## src/rtl/wb_stage_if.sv

```systemverilog
// wb_stage_if: memory-latch inputs, register-file write port, status and trace signals of the write-back stage.
interface wb_stage_if #(
    parameter int DBITS       = 32,
    parameter int INSTBITS    = 32,
    parameter int REGNOBITS   = 5,
    parameter int TRACE_DEPTH = 8
);
    logic                           mem_valid;
    logic [INSTBITS-1:0]            mem_inst;
    logic [DBITS-1:0]               mem_pc;
    logic [DBITS-1:0]               mem_inst_count;
    logic                           mem_wr_reg;
    logic [REGNOBITS-1:0]           mem_wr_idx;
    logic [DBITS-1:0]               mem_result;
    logic                           wb_wr_en;
    logic [REGNOBITS-1:0]           wb_wr_idx;
    logic [DBITS-1:0]               wb_wr_val;
    logic [DBITS-1:0]               retired_cnt;
    logic [DBITS-1:0]               cycle_cnt;
    logic                           halted;
    logic                           seq_err;
    logic [DBITS-1:0]               err_pc;
    logic [$clog2(TRACE_DEPTH)-1:0] trace_rd_idx;
    logic [DBITS-1:0]               trace_rd_pc;

    modport master (
        output mem_valid, mem_inst, mem_pc, mem_inst_count, mem_wr_reg, mem_wr_idx, mem_result, trace_rd_idx,
        input  wb_wr_en, wb_wr_idx, wb_wr_val, retired_cnt, cycle_cnt, halted, seq_err, err_pc, trace_rd_pc
    );
    modport slave (
        input  mem_valid, mem_inst, mem_pc, mem_inst_count, mem_wr_reg, mem_wr_idx, mem_result, trace_rd_idx,
        output wb_wr_en, wb_wr_idx, wb_wr_val, retired_cnt, cycle_cnt, halted, seq_err, err_pc, trace_rd_pc
    );
endinterface

```

## src/rtl/wb_stage.sv

```systemverilog
// wb_stage: write-back stage -- register-file write port, in-order retirement counters, halt detection, order-error capture.
// Optional retired-PC trace ring enabled by defining WB_TRACE_EN.
module wb_stage #(
    parameter int                  DBITS       = 32,
    parameter int                  INSTBITS    = 32,
    parameter int                  REGNOBITS   = 5,
    parameter logic [INSTBITS-1:0] HALT_INST   = 32'h00000073,
    parameter int                  TRACE_DEPTH = 8
) (
    input logic        clk,
    input logic        reset,
    wb_stage_if.slave  bus
);
    typedef enum logic {RUN, HALTED} state_t;

    state_t           r_state, w_state_nxt;
    logic [DBITS-1:0] r_retired, r_cycle, r_expect, r_err_pc;
    logic             r_seq_err;
    logic             w_retire;

    // reset gating keeps the reset-cycle input from reaching decode
    assign w_retire = bus.mem_valid && r_state == RUN && !reset;

    always_comb begin
        w_state_nxt = r_state;
        if (w_retire && bus.mem_inst == HALT_INST) w_state_nxt = HALTED;
    end

    always_ff @(posedge clk) begin
        if (reset) begin
            r_state   <= RUN;
            r_retired <= '0;
            r_cycle   <= '0;
            r_expect  <= '0;
            r_seq_err <= 1'b0;
            r_err_pc  <= '0;
        end else begin
            r_state <= w_state_nxt;
            r_cycle <= r_cycle + DBITS'(1);
            if (w_retire) begin
                r_retired <= r_retired + DBITS'(1);
                r_expect  <= bus.mem_inst_count + DBITS'(1);
                if (bus.mem_inst_count != r_expect && !r_seq_err) begin
                    r_seq_err <= 1'b1;
                    r_err_pc  <= bus.mem_pc;
                end
            end
        end
    end

    assign bus.wb_wr_en    = w_retire && bus.mem_wr_reg && bus.mem_wr_idx != '0;
    assign bus.wb_wr_idx   = bus.mem_wr_idx;
    assign bus.wb_wr_val   = bus.mem_result;
    assign bus.retired_cnt = r_retired;
    assign bus.cycle_cnt   = r_cycle;
    assign bus.halted      = r_state == HALTED;
    assign bus.seq_err     = r_seq_err;
    assign bus.err_pc      = r_err_pc;

`ifdef WB_TRACE_EN
    localparam int IDXW = $clog2(TRACE_DEPTH);

    logic [DBITS-1:0] r_ring [TRACE_DEPTH];
    logic [IDXW-1:0]  r_wr_ptr, w_rd_ptr;

    always_ff @(posedge clk) begin
        if (reset) begin
            for (int k = 0; k < TRACE_DEPTH; k++) r_ring[k] <= '0;
            r_wr_ptr <= '0;
        end else if (w_retire) begin
            r_ring[r_wr_ptr] <= bus.mem_pc;
            r_wr_ptr         <= r_wr_ptr + IDXW'(1);
        end
    end

    // index 0 is the most recently retired PC
    assign w_rd_ptr        = r_wr_ptr - IDXW'(1) - bus.trace_rd_idx;
    assign bus.trace_rd_pc = r_ring[w_rd_ptr];
`else
    logic w_unused_trace;
    assign w_unused_trace  = ^bus.trace_rd_idx;
    assign bus.trace_rd_pc = '0;
`endif
endmodule

```

## src/flat_wrapper.sv

```systemverilog
// flat-port wrapper written by rule: the top's interface ports become plain ports
module wb_stage_flat 
#(
    parameter int                  DBITS       = 32,
    parameter int                  INSTBITS    = 32,
    parameter int                  REGNOBITS   = 5,
    parameter logic [INSTBITS-1:0] HALT_INST   = 32'h00000073,
    parameter int                  TRACE_DEPTH = 8
)
  (clk, reset, bus_mem_valid, bus_mem_inst, bus_mem_pc, bus_mem_inst_count, bus_mem_wr_reg, bus_mem_wr_idx, bus_mem_result, bus_trace_rd_idx, bus_wb_wr_en, bus_wb_wr_idx, bus_wb_wr_val, bus_retired_cnt, bus_cycle_cnt, bus_halted, bus_seq_err, bus_err_pc, bus_trace_rd_pc);
  wb_stage_if #(.DBITS(DBITS), .INSTBITS(INSTBITS), .REGNOBITS(REGNOBITS), .TRACE_DEPTH(TRACE_DEPTH)) bus_i ();
  input logic clk;
  input logic reset;
  input wire logic [$bits(bus_i.mem_valid)-1:0] bus_mem_valid;
  input wire logic [$bits(bus_i.mem_inst)-1:0] bus_mem_inst;
  input wire logic [$bits(bus_i.mem_pc)-1:0] bus_mem_pc;
  input wire logic [$bits(bus_i.mem_inst_count)-1:0] bus_mem_inst_count;
  input wire logic [$bits(bus_i.mem_wr_reg)-1:0] bus_mem_wr_reg;
  input wire logic [$bits(bus_i.mem_wr_idx)-1:0] bus_mem_wr_idx;
  input wire logic [$bits(bus_i.mem_result)-1:0] bus_mem_result;
  input wire logic [$bits(bus_i.trace_rd_idx)-1:0] bus_trace_rd_idx;
  output wire logic [$bits(bus_i.wb_wr_en)-1:0] bus_wb_wr_en;
  output wire logic [$bits(bus_i.wb_wr_idx)-1:0] bus_wb_wr_idx;
  output wire logic [$bits(bus_i.wb_wr_val)-1:0] bus_wb_wr_val;
  output wire logic [$bits(bus_i.retired_cnt)-1:0] bus_retired_cnt;
  output wire logic [$bits(bus_i.cycle_cnt)-1:0] bus_cycle_cnt;
  output wire logic [$bits(bus_i.halted)-1:0] bus_halted;
  output wire logic [$bits(bus_i.seq_err)-1:0] bus_seq_err;
  output wire logic [$bits(bus_i.err_pc)-1:0] bus_err_pc;
  output wire logic [$bits(bus_i.trace_rd_pc)-1:0] bus_trace_rd_pc;
  assign bus_i.mem_valid = bus_mem_valid;
  assign bus_i.mem_inst = bus_mem_inst;
  assign bus_i.mem_pc = bus_mem_pc;
  assign bus_i.mem_inst_count = bus_mem_inst_count;
  assign bus_i.mem_wr_reg = bus_mem_wr_reg;
  assign bus_i.mem_wr_idx = bus_mem_wr_idx;
  assign bus_i.mem_result = bus_mem_result;
  assign bus_i.trace_rd_idx = bus_trace_rd_idx;
  assign bus_wb_wr_en = bus_i.wb_wr_en;
  assign bus_wb_wr_idx = bus_i.wb_wr_idx;
  assign bus_wb_wr_val = bus_i.wb_wr_val;
  assign bus_retired_cnt = bus_i.retired_cnt;
  assign bus_cycle_cnt = bus_i.cycle_cnt;
  assign bus_halted = bus_i.halted;
  assign bus_seq_err = bus_i.seq_err;
  assign bus_err_pc = bus_i.err_pc;
  assign bus_trace_rd_pc = bus_i.trace_rd_pc;
  wb_stage #(.DBITS(DBITS), .INSTBITS(INSTBITS), .REGNOBITS(REGNOBITS), .HALT_INST(HALT_INST), .TRACE_DEPTH(TRACE_DEPTH)) u_core (.clk(clk), .reset(reset), .bus(bus_i));
endmodule
```

## config.mk

```make
export PLATFORM = sky130hd
export DESIGN_NAME = wb_stage_flat
export DESIGN_NICKNAME = d
export VERILOG_FILES = /design/src/rtl/wb_stage_if.sv /design/src/rtl/wb_stage.sv /design/src/flat_wrapper.sv
export SDC_FILE = /design/constraint.sdc
export NUM_CORES = 1
export LEC_CHECK = 0
export BUFFER_PORTS_ARGS = -buffer_cell sky130_fd_sc_hd__buf_2
export CORE_MARGIN = 2
export CORE_UTILIZATION = 43
export DETAILED_ROUTE_END_ITERATION = 7
export PLACE_DENSITY = 0.82
export RECOVER_POWER = 50
export SYNTH_ARGS = -nofsm -noshare
export SYNTH_HDL_FRONTEND = slang
export SYNTH_SLANG_ARGS = --single-unit
```

## constraint.sdc

```tcl
create_clock -name clk -period 1.8 [get_ports clk]
set_clock_uncertainty 0.05 [all_clocks]
set_input_delay 0 -clock clk [delete_from_list [all_inputs] [get_ports clk]]
set_output_delay 0 -clock clk [all_outputs]
set_load 0.01 [all_outputs]
```

== Word-level counts from Yosys, hierarchy flattened ==
Cells that the tools add are included.

* $add $sub $neg: 3
* Muxes and demuxes: 0
* Div/mod/pow operators: 0
* Eq/ne operators: 2
* $mul: 0
* Order comparisons: 0
* Bitwise gates (word level): 1
* Shift-type cells: 0
* Reduce and logical (&&, ||, !) cells: 10

{| class="wikitable"
|+ Operators by type and width
! operator !! number
|-
| 32-bit by 1-bit adder with 32-bit output, second input constant || 3
|-
| 32-bit by 7-bit equality test with 1-bit output, second input constant || 1
|-
| 32-bit inequality test || 1
|-
| 1-bit logical AND || 6
|-
| 5-bit nonzero test || 1
|-
| 1-bit zero test || 2
|-
| 2-bit AND reduction || 1
|-
| 1-bit NOT || 1
|}

* Word-level logic and storage cells: 22
* Memory bits (read-only): 0
* Output and inout bits: 168
* Bits in writable memories: 0
* Memories: 0
* Bits in latches: 0
* Flip-flop bits (word level): 130

== Longest topological paths before layout ==
* Word-level depth: 5
* Mapped depth: 7
* Mapped depth without buffers: 6

== Worst setup path after synthesis ==
OpenSTA, ideal clock, no wires.

* Path kind: reg2reg
* From: register u_core.r_retired[8], in the netlist u_core.bus.retired_cnt[8]
* To: register u_core.r_retired[26], in the netlist u_core.bus.retired_cnt[26]
* Setup slack: -0.186 ns
* Cell stages (with the launch flop): 7
* Arrival time: 1.812 ns
* Data required time: 1.627 ns
* Cell sequence: dfxtp_1 -> nand4_1 -> or2_2 -> clkbuf_1 -> nor4_4 -> nand3_1 -> mux2_1

* Longest elaborated chain between the ends: 1

{| class="wikitable"
|+ RTL lines
! element !! line !! text
|-
| start, declared || wb_stage.sv:17 || <nowiki>logic [DBITS-1:0] r_retired, r_cycle, r_expect, r_err_pc;</nowiki>
|-
| start signal, assigned || wb_stage.sv:41 || <nowiki>r_retired <= r_retired + DBITS'(1);</nowiki>
|-
| 32-bit by 1-bit adder with 32-bit output || wb_stage.sv:41 ||
|}

No other way between the ends.
A chain may end at the register's enable or synchronous reset.

== Worst setup path in the final report ==
* From: register u_core.r_expect[25]
* To: register u_core.r_err_pc[6], in the netlist u_core.bus.err_pc[6]

* Longest elaborated chain between the ends: 3

{| class="wikitable"
|+ RTL lines
! element !! line !! text
|-
| start, declared || wb_stage.sv:17 ||
|-
| start signal, assigned || wb_stage.sv:42 || <nowiki>r_expect <= bus.mem_inst_count + DBITS'(1);</nowiki>
|-
| 32-bit inequality test || wb_stage.sv:43 || <nowiki>if (bus.mem_inst_count != r_expect && !r_seq_err) begin</nowiki>
|-
| 1-bit logical AND || wb_stage.sv:43 ||
|-
| 2-bit AND reduction (no source line) || n/a ||
|-
| end signal, assigned || wb_stage.sv:45 || <nowiki>r_err_pc <= bus.mem_pc;</nowiki>
|-
| end, declared || wb_stage.sv:17 ||
|}

No other way between the ends.

==> summary.txt <==
STA
  – Max Slew Vio Count: 0
  – Final setup viols: 34
  – Worst-margin pin slew: 0.611 ns
  – Hold WS: 0.0363 ns
  – RSZ-0062 raised after global routing: true
  – Relative slew slack: 0.593
  – Post-route setup slack: -0.319 ns
  – Final period demand of the worst path: 2.12 ns
  – Fin crit share: 1.18
  – Final hold viol count: 0
  – Max Freq: 472 MHz

Status
  – Outcome: finished with violations
  – Failing checks: negative setup slack

Global route
  – Total global-route track usage: 0.242
  – Vias in the first global route: 6451
  – Initial antenna violation count: 0
  – First-pass GRT wire length: 31900 um
  – Pin count of the biggest net entering global routing: 140
  – Total congestion overflow: 0

Synth
  – Seq cells post-synth: 130
  – Cell type with the highest aggregate area in the netlist: dfxtp_1
  – Area contributors post-synth: dfxtp_1 38%, xor2_1 9.6%, buf_4 7.6%, mux2_2 5.9%, nor2b_1 3.6%
  – Mapped Area: 0.00684 mm2
  – Syn Area/Cell: 9.01 um2
  – Post-synthesis sequential area ratio: 0.380
  – Post-synth EDFFs: 0
  – Area share of the largest cell type after synthesis: 0.380
  – Async set-reset flop share out of synthesis: 0
  – Synth warn: 0
  – Top FF cell, synth: dfxtp_1
  – Synth unique cells: 48
  – Post-Synthesis Cells: 759

Run
  – Max-cap violations: 0

Detailed routing
  – # DRC: 0
  – WL/cell: 16.1 um
  – Vias: 6859
  – Initial detailed-routing violation count: 416
  – Vias per cell: 5.12
  – Drt total wl: 21600 um
  – Post-DRT Antenna Nets: 0
  – Top layer in use: met4
  – Routed wl met2: 11100 um
  – DR WL met3: 1360 um
  – Post-Route M1 WL: 8610 um
  – Drt pass-1 iters: 5

Pwr
  – Power per cell area: 770 mW/mm2
  – Total power: 0.00793 W
  – VDD IR max: 0.654 mV
  – Leakage: 4.44 nW

Clock tree
  – Htree depth: 4
  – Clock tree from TritonCTS: done
  – Num Clock Sinks: 130
  – Worst-Skew Late Latency: 0.42 ns
  – Root Driver: clkbuf_16
  – Clock slew at reported path FFs: 0.06 ns
  – Clock Tree Buf Depth: 2
  – Num CTS Buffers: 17

Placement
  – HPWL Detailed: 13000 um
  – Port bufs: 208
  – RePlAce Congestion: 0.823

Layout
  – Final net count: 1253
  – Most used cells in the layout excluding fill and tap cells: 135 x buf_2, 117 x dfxtp_1, 101 x dlygate4sd3_1
  – Area growth, synth to finish: 50.4%
  – Most common cell after layout, fill and taps aside: buf_2
  – ANT cells: 0
  – Layout cells sized above 1: 0.310

Floorplan
  – Core area: 0.0157 mm2
  – Die area: 0.0169 mm2
  – Die W: 130 um
  – Starting Density: 0.435
  – Die H: 130 um
  – # IOs: 308
  – Rows: 46

Setup path
  – Startpoint types: register
  – Critical path startpoint: u_core.r_expect[25]$_SDFFE_PP0P_
  – Worst r2r dst: u_core.bus.err_pc[6]$_SDFFE_PP0P_
  – Worst r2r src: u_core.r_expect[25]$_SDFFE_PP0P_
  – Crit path kind: reg2reg
  – Worst EP required: 2.05 ns
  – Worst-path fanout max: 8
  – Crit. End Element: register
  – R2r worst-path depth: 7
  – Worst path arrival time: 2.37 ns
  – Setup slack, reg-to-reg: -0.32 ns

Hold path
  – Hold endpoint: u_core.r_expect[1]$_SDFFE_PP0P_
  – Hold Crit Depth: 5
  – Hold crit path type: in2reg
  – Hold Startpoint: bus_mem_inst_count[1]
synth_stat cells (4+ instances only):
master    count
dfxtp_1     130
xor2_1       75
buf_4        69
nor2_1       59
o21ai_0      44
nor2b_1      39
mux2_2       36
nand3_1      34
nand3b_1     29
nand2_1      28
nand4_1      28
xnor2_1      26
clkbuf_1     21
nor4_1       18
a21oi_1      17
or3_1        13
and3_1       12
inv_1        11
and4_1        8
nor3_1        8
buf_2         6
buf_1         5
nand2b_1      5
nor4_4        4
registers in the layout, summed over array words and instances (netlist names):
name	flops
u_core.bus.retired_cnt	32
u_core.bus.cycle_cnt	32
u_core.r_expect	32
u_core.bus.err_pc	32
u_core.bus.halted	1
u_core.bus.seq_err	1
area by class of cell:
| type | count | area [um2] |
|---|---|---|
| Inverter | 11 | 41.3 |
| Tap cell | 216 | 270 |
| Sequential cell | 130 | 2620 |
| Fill cell | 1196 | 5420 |
| Clock inverter | 12 | 180 |
| Clock buffer | 20 | 467 |
| Multi-Input combinational cell | 547 | 3930 |
| Timing Repair Buffer | 403 | 2780 |
where the power goes:
group          switching, W  internal, W  leakage [nW]
Combinational      0.000518     0.000559          3.06
Clock               0.00133      0.00243         0.312
Sequential        0.0000838      0.00300          1.07
cells by family (layout without fill, tap and decap cells):
| family | after synthesis | after routing | synth area share |
|---|---|---|---|
| multiplexers | 38 | 38 | 0.0624 |
| adder cells (fa/ha/maj) | 3 | 3 | 0.00549 |
| AO/OA/AOI/OAI | 71 | 71 | 0.0569 |
| buffers and inverters | 113 | 446 | 0.101 |
| flip-flops | 130 | 130 | 0.380 |
| other | 1 | 32 | 0.000548 |
| AND/OR/NAND/NOR | 302 | 302 | 0.264 |
| XOR/XNOR | 101 | 101 | 0.129 |
worst max path at each step:
stage | endpoint | slack, ns | depth (start not counted)
6_report | u_core.bus.err_pc[6]$_SDFFE_PP0P_ | -0.32 | 7
5_1_grt | u_core.bus.err_pc[3]$_SDFFE_PP0P_ | -0.37 | 7
4_1_cts | u_core.bus.err_pc[8]$_SDFFE_PP0P_ | -0.27 | 7
3_5_place_dp | u_core.bus.err_pc[16]$_SDFFE_PP0P_ | -0.31 | 6
3_3_place_gp | u_core.bus.err_pc[13]$_SDFFE_PP0P_ | -0.30 | 6
2_1_floorplan | u_core.bus.retired_cnt[26]$_SDFFE_PP0P_ | -0.09 | 5
worst max-delay path: stages (launching register included):
cell       delay, ns
dfxtp_2         0.32
xor2_1          0.16
nor4_1          0.32
nand4_1         0.25
o211ai_4        0.27
buf_12          0.16
clkbuf_16       0.17
mux2_4          0.30
per-layer routing:
layer / GRT usage / vias to the layer above
met2: 0.432 / 318
met5: 0 / -
li1: - / 3237
met4: 0.0867 / 0
met1: 0.283 / 3249
met3: 0.0574 / 55
per-stage QoR:
| stage | instances | area (um2) | util | setup slack, ns | TNS, ns |
|---|---|---|---|---|---|
| global placement | 1194 | 8390 | 0.534 | -0.301 | -8.95 |
| floorplan | 790 | 7090 | - | -0.0937 | -0.775 |
| detailed placement | 1194 | 8390 | 0.534 | -0.308 | -8.82 |
| CTS | 1332 | 10200 | 0.650 | -0.273 | -7.91 |
| global route | 1339 | 10300 | 0.655 | -0.371 | -12.35 |
| finish | 1339 | 10300 | 0.655 | -0.319 | -9.60 |
repair_timing:
item                       CTS  global route
gates cloned                 2             1
hold endpoints to repair    93             0
pin swaps                   10            12
resized for setup           21            25
hold buffers               101             0
buffers inserted             3             6
setup endpoints to repair   43            57
No activity file was read; power rests on OpenSTA's default activity.
